### src/rtl/rx_demux.sv
// ---------------------------------------------------------------------------
// rx_demux
//
// Receive-side block demultiplexer. Each accepted 512-bit block is steered
// by its sync header to either the data path (TLP/DLLP blocks, header 0)
// or the ordered-set path (header 1). The selected output registers update
// one cycle after the block is presented. The path that does not carry a
// block in a given cycle drives en=0 and valid_out=0 and holds its payload
// and K/D registers.
//
// A small mode FSM (IDLE / OS / DATA) follows the stream type. It switches
// only after SWITCH_COUNT consecutive accepted blocks of the other type.
// Idle cycles and ignored blocks neither advance nor clear that run.
// Routing never depends on the mode; the mode is status only.
//
// A block is accepted when rx_block_valid=1 and at least one rx_valid bit
// is set. A block with rx_valid=0 has no effect at all.
//
// Optional feature: define RX_DEMUX_STATS_EN to build saturating per-type
// accepted-block counters. Without the macro the counter outputs are
// tied to 0 and no counter registers exist.
//
// Parameters:
//   SWITCH_COUNT  consecutive opposite-type blocks needed to change mode (1..15)
//   CNT_W         statistics counter width
//
// Ports:
//   clk             clock; all state updates on its rising edge
//   reset           synchronous, active-high reset
//   rx_block_valid  a block is presented this cycle
//   rx_sync_header  1 = ordered-set block, 0 = data block
//   rx_data/rx_valid/rx_datak           block payload, per-byte valid, per-byte K/D
//   data_out/data_valid_out/data_datak_out/data_out_en   data path output
//   os_out/os_valid_out/os_datak_out/os_out_en           ordered-set path output
//   mode            stream mode (00 IDLE, 01 OS, 10 DATA)
//   mode_change     one-cycle pulse in the cycle the mode updates
//   os_blk_cnt/data_blk_cnt  accepted-block counters
// ---------------------------------------------------------------------------
module rx_demux #(
  parameter int SWITCH_COUNT = 2,
  parameter int CNT_W        = 16
) (
  input  logic             clk,
  input  logic             reset,
  input  logic             rx_block_valid,
  input  logic             rx_sync_header,
  input  logic [511:0]     rx_data,
  input  logic [63:0]      rx_valid,
  input  logic [63:0]      rx_datak,
  output logic [511:0]     data_out,
  output logic [63:0]      data_valid_out,
  output logic [63:0]      data_datak_out,
  output logic             data_out_en,
  output logic [511:0]     os_out,
  output logic [63:0]      os_valid_out,
  output logic [63:0]      os_datak_out,
  output logic             os_out_en,
  output logic [1:0]       mode,
  output logic             mode_change,
  output logic [CNT_W-1:0] os_blk_cnt,
  output logic [CNT_W-1:0] data_blk_cnt
);

  typedef enum logic [1:0] {
    MODE_IDLE = 2'b00,
    MODE_OS   = 2'b01,
    MODE_DATA = 2'b10
  } mode_e;

  // Run counter is sized for the largest legal SWITCH_COUNT (15).
  localparam int RUN_W = 4;
  localparam logic [RUN_W:0] SWITCH_RUN = (RUN_W+1)'(SWITCH_COUNT);

  logic           accept_s;
  mode_e          blk_type_s;
  logic [RUN_W:0] run_inc_s;
  logic [RUN_W:0] run_next_s;
  mode_e          cand_next_s;
  logic           hit_s;
  logic           mode_illegal_s;

  logic [511:0]   data_out_r;
  logic [63:0]    data_valid_r;
  logic [63:0]    data_datak_r;
  logic           data_en_r;
  logic [511:0]   os_out_r;
  logic [63:0]    os_valid_r;
  logic [63:0]    os_datak_r;
  logic           os_en_r;

  mode_e          mode_r;
  mode_e          cand_r;
  logic [RUN_W-1:0] run_r;
  logic           mode_change_r;

  assign accept_s   = rx_block_valid && (rx_valid != 64'd0);
  assign blk_type_s = rx_sync_header ? MODE_OS : MODE_DATA;
  assign run_inc_s  = {1'b0, run_r} + {{RUN_W{1'b0}}, 1'b1};
  assign hit_s      = (run_next_s == SWITCH_RUN);

  // Run/candidate value the current block would produce if it is accepted.
  always_comb begin
    cand_next_s    = cand_r;
    run_next_s     = {1'b0, run_r};
    mode_illegal_s = 1'b0;
    case (mode_r)
      MODE_IDLE: begin
        // A fresh run, or a type different from the candidate, restarts at 1.
        if ((run_r == {RUN_W{1'b0}}) || (cand_r != blk_type_s)) begin
          cand_next_s = blk_type_s;
          run_next_s  = {{RUN_W{1'b0}}, 1'b1};
        end else begin
          run_next_s  = run_inc_s;
        end
      end
      MODE_OS, MODE_DATA: begin
        // A block matching the current mode breaks any pending switch.
        if (blk_type_s == mode_r) begin
          run_next_s  = {(RUN_W+1){1'b0}};
        end else begin
          cand_next_s = blk_type_s;
          run_next_s  = run_inc_s;
        end
      end
      default: begin
        cand_next_s    = MODE_IDLE;
        run_next_s     = {(RUN_W+1){1'b0}};
        mode_illegal_s = 1'b1;
      end
    endcase
  end

  // Output path registers: steer accepted blocks by sync header, hold idle payloads.
  always_ff @(posedge clk) begin
    if (reset) begin
      data_out_r   <= {512{1'b0}};
      data_valid_r <= 64'd0;
      data_datak_r <= 64'd0;
      data_en_r    <= 1'b0;
      os_out_r     <= {512{1'b0}};
      os_valid_r   <= 64'd0;
      os_datak_r   <= 64'd0;
      os_en_r      <= 1'b0;
    end else if (accept_s && rx_sync_header) begin
      os_out_r     <= rx_data;
      os_valid_r   <= rx_valid;
      os_datak_r   <= rx_datak;
      os_en_r      <= 1'b1;
      data_valid_r <= 64'd0;
      data_en_r    <= 1'b0;
    end else if (accept_s) begin
      data_out_r   <= rx_data;
      data_valid_r <= rx_valid;
      data_datak_r <= rx_datak;
      data_en_r    <= 1'b1;
      os_valid_r   <= 64'd0;
      os_en_r      <= 1'b0;
    end else begin
      data_valid_r <= 64'd0;
      data_en_r    <= 1'b0;
      os_valid_r   <= 64'd0;
      os_en_r      <= 1'b0;
    end
  end

  // Mode FSM: advance the run on accepted blocks, switch when it reaches SWITCH_COUNT.
  always_ff @(posedge clk) begin
    if (reset) begin
      mode_r        <= MODE_IDLE;
      cand_r        <= MODE_IDLE;
      run_r         <= {RUN_W{1'b0}};
      mode_change_r <= 1'b0;
    end else if (mode_illegal_s) begin
      // Corrupted state encoding: fall back to IDLE and rebuild the run.
      mode_r        <= MODE_IDLE;
      cand_r        <= MODE_IDLE;
      run_r         <= {RUN_W{1'b0}};
      mode_change_r <= 1'b0;
    end else if (accept_s) begin
      if (hit_s) begin
        mode_r        <= cand_next_s;
        cand_r        <= cand_next_s;
        run_r         <= {RUN_W{1'b0}};
        mode_change_r <= 1'b1;
      end else begin
        cand_r        <= cand_next_s;
        run_r         <= run_next_s[RUN_W-1:0];
        mode_change_r <= 1'b0;
      end
    end else begin
      mode_change_r <= 1'b0;
    end
  end

`ifdef RX_DEMUX_STATS_EN
  logic [CNT_W-1:0] os_cnt_r;
  logic [CNT_W-1:0] data_cnt_r;

  function automatic logic [CNT_W-1:0] sat_inc(input logic [CNT_W-1:0] value);
    if (value == {CNT_W{1'b1}}) begin
      return value;
    end else begin
      return value + {{(CNT_W-1){1'b0}}, 1'b1};
    end
  endfunction

  // Accepted-block statistics, updating on the same edge as the output registers.
  always_ff @(posedge clk) begin
    if (reset) begin
      os_cnt_r   <= {CNT_W{1'b0}};
      data_cnt_r <= {CNT_W{1'b0}};
    end else if (accept_s && rx_sync_header) begin
      os_cnt_r   <= sat_inc(os_cnt_r);
    end else if (accept_s) begin
      data_cnt_r <= sat_inc(data_cnt_r);
    end else begin
      os_cnt_r   <= os_cnt_r;
      data_cnt_r <= data_cnt_r;
    end
  end

  assign os_blk_cnt   = os_cnt_r;
  assign data_blk_cnt = data_cnt_r;
`else
  assign os_blk_cnt   = {CNT_W{1'b0}};
  assign data_blk_cnt = {CNT_W{1'b0}};
`endif

  assign data_out       = data_out_r;
  assign data_valid_out = data_valid_r;
  assign data_datak_out = data_datak_r;
  assign data_out_en    = data_en_r;
  assign os_out         = os_out_r;
  assign os_valid_out   = os_valid_r;
  assign os_datak_out   = os_datak_r;
  assign os_out_en      = os_en_r;
  assign mode           = mode_r;
  assign mode_change    = mode_change_r;

endmodule

### config.mk
export PLATFORM = sky130hd
export DESIGN_NAME = rx_demux
export DESIGN_NICKNAME = d
export VERILOG_FILES = /design/src/rtl/rx_demux.sv
export SDC_FILE = /design/constraint.sdc
export NUM_CORES = 2
export LEC_CHECK = 0
export CAP_MARGIN = 15
export CORE_AREA = 3 3 760 762
export CTS_CLUSTER_SIZE = 30
export DETAILED_ROUTE_END_ITERATION = 6
export DIE_AREA = 0 0 763 765
export PLACE_DENSITY = 0.31
export SLEW_MARGIN = 5
export SYNTH_ARGS = -nofsm -noshare
export SYNTH_HDL_FRONTEND = slang
export SYNTH_SLANG_ARGS = --single-unit
### constraint.sdc
create_clock -name clk -period 3.49 [get_ports clk]
set_clock_uncertainty 0.1 [all_clocks]
set_input_delay 0.698 -clock clk [delete_from_list [all_inputs] [get_ports clk]]
set_output_delay 0.698 -clock clk [all_outputs]
set_load 0.01 [all_outputs]
==> results.md <==
- Critical path class: in2reg
- Multi-input gate area: 23900 um^2
- Hold Crit Class: in2reg
- P per Cell Area: around 480 nW/um^2
- Actual slew at the worst max-slew pin: about 890 ps
- Largest cells by area after synthesis: dfxtp_1 49%, mux2i_1 22%, nand2b_1 21%
- Largest net degree at the start of global routing: 119
- PortBufs: about 1900
- Htree depth: 4
- Commonest non-fill, non-tap cells in the layout: 1922 x clkdlybuf4s50_1, 1729 x nand2b_1, 1291 x dfxtp_1
- Vias: ~43000
- Static Leak: 32.6 nW
- Critical path data required time: 4160 ps
- Fraction of layout cells with a size suffix above 1: between 7 and 8%
- Vias in the first global route: around 45000
- Clock buffer depth: 4
- Clk slew on worst S/H paths: around 60 ps
- # IOs: approximately 2000
- Critical Path Sink Type: flop
- Fin crit share: between 90 and 100%
- CTS tree: done
- Post-Layout Inst Area: just under 90000 um^2
- Initial antenna violation count: around 180
- Worst vdd ir: 0.000356 V
- Fmax: between 300 and 400 MHz
- Row cnt: between 200 and 300
- Synth cell types: 47
- Die Area: roughly 580000 um^2
- Core Box Area: ~570000 um^2
- Power Total: roughly 42 mW
- Post-route ant nets: 0
- Wire per inst: between 20 and 30 um
- Area leader, netlist: dfxtp_1
- Fin. max-slew vios: 0
- Dpl cell area: around 80000 um^2
- Fill cells: between 60000 and 70000
- Final Util: 15.3%
- Synth Register Bits: around 1300
- Most common cell after layout, fill and taps aside: clkdlybuf4s50_1
- Setup Fix Bufs, Post-CTS: 0
- RSZ-0062 raised after global routing: false
- # DRC: 0
- Reg area: 25800 um^2
- Final hold vios: 0
- GR Util All Layers: 12.6%
- Final nets: 7428
- Synth warn: 0
- Initial DRC Count: around 2200
- Async set-or-reset flop fraction in the synthesized netlist: 0%
- PostCTS Resize Cnt: 0
- Crit path time final: between 3000 and 4000 ps
- Clock Latency Late Sink: about 860 ps
- Primary FF master, synth: dfxtp_1
- Die Y-Extent: 765 um
- Worst setup SP type: primary input
- Rel. slew slack: approximately two fifths
- Setup-failing EPs final: 0
- Clk sinks: approximately 1300
- Sequential cell area fraction in the yosys report: 49.5%
- Number of flops mapped to enable cells by yosys: 0
- Synthesized area: 52200 um^2
- First-pass GRT wire length: 489000 um
- Worst-path fanout max: 18
- Remaining global-route overflow: 0
- Starting Density: about 9.1%
- Hold buffer count at CTS: 0
- Outcome: completed
- Syn avg cell area: about 11 um^2
- Number of vias per cell: 2.96
- Max_cap viols: 0
- Top-area cell type share of the netlist area: a little under 50%
- Routed Wire Length: between 300000 and 400000 um
- Area Growth Syn to Fin: 67.5%
- RD Place Congestion: ~0.9
- Crit path DAT: just under 4000 ps
- Num CTS Buffers: 180
- Die width: 763 um
- CTS Root Cell: clkbuf_16
- DRT Pass-1 Iters: 5
- Mapped Cells: between 4000 and 5000
- Detail Placement HPWL: about 330000 um
metal layers:
| layer | part of all wire (%) | global-route usage [%] |
|---|---|---|
| met5 | 0.22 | 0 |
| met4 | 2.6 | 3.00 |
| met3 | 11 | 5.91 |
| met2 | 46 | 20.7 |
| met1 | 41 | 14.9 |
cell usage after synthesis (2+ instances only):
cell and instances:
a21boi_0 2, a21oi_1 5, a32o_1 2, and2_1 128, buf_12 57, buf_2 58, buf_4 34, buf_6 3
buf_8 3, clkbuf_1 215, dfxtp_1 1291, ha_1 5, inv_1 8, mux2i_1 1154, nand2_1 4, nand2b_1 1729
nand3_1 3, nand4_1 5, nor2_1 4, nor2b_1 2, nor3_1 4, nor3b_1 3, nor4_1 17, o2111ai_1 2
o211ai_1 4, o21ai_0 7
final cells by class:
cell class	count	share of cell area, %
clock buffers	257	6.03
repair buffers	2166	25.0
diodes	47	0.134
clock inverters	63	1.09
inverters	9	0.0386
flip-flops and latches	1291	29.5
multi-input cells	3131	27.4
well taps	7560	10.8
sequential cells by signal, indices dropped and copies added, names as in the netlist:
signal	flops
data_out_en	1
os_datak_out	64
mode_change	1
data_datak_out	64
os_valid_out	64
os_out_en	1
mode	2
os_out	512
cand_r	2
run_r	4
data_valid_out	64
data_out	512
where the power goes:
part           internal [mW]  total [mW]  switching, mW
clock network           11.8        19.8           7.98
registers               15.5        16.0          0.491
logic                   2.98        6.22           3.24
through the flow:
step | setup slack (ps) | hold WS (ps) | TNS (ps) | cells
floorplan | 796 | 367 | 0 | 4801
global placement | -676 | 359 | -571580 | 14200
detailed placement | -564 | 362 | -396630 | 14200
CTS | 138 | 170 | 0 | 14500
global route | 252 | 232 | 0 | 14500
finish | 237 | 317 | 0 | 14500
cells by family after synthesis:
group	share of synthesized area, %
AO/OA/AOI/OAI	0.381
XOR/XNOR	0.0168
adder cells (fa/ha/maj)	0.120
buffers and inverters	4.99
flip-flops	49.5
multiplexers	22.1
other	0.00718
AND/OR/NAND/NOR	22.9
critical path: stages:
cell             delay [ps]
clkdlybuf4s50_1         740
nor4_1                  390
nand4_1                 220
or4_1                   730
nand3_4                 200
buf_12                  180
buf_12                  210
buf_12                  220
mux2i_1                 210
final timing paths:
path / slack [ps] / to / start / cells past startpoint
worst max-delay path: 240 / os_out[304] / rx_valid[51] / 9
worst min-delay path: 320 / data_out[341] / rx_data[341] / 3
worst max register to register: 920 / mode[1] / mode[0] / 6
worst min register to register: 370 / data_datak_out[21] / data_datak_out[21] / 2
(Power assumes the default switching activity.)
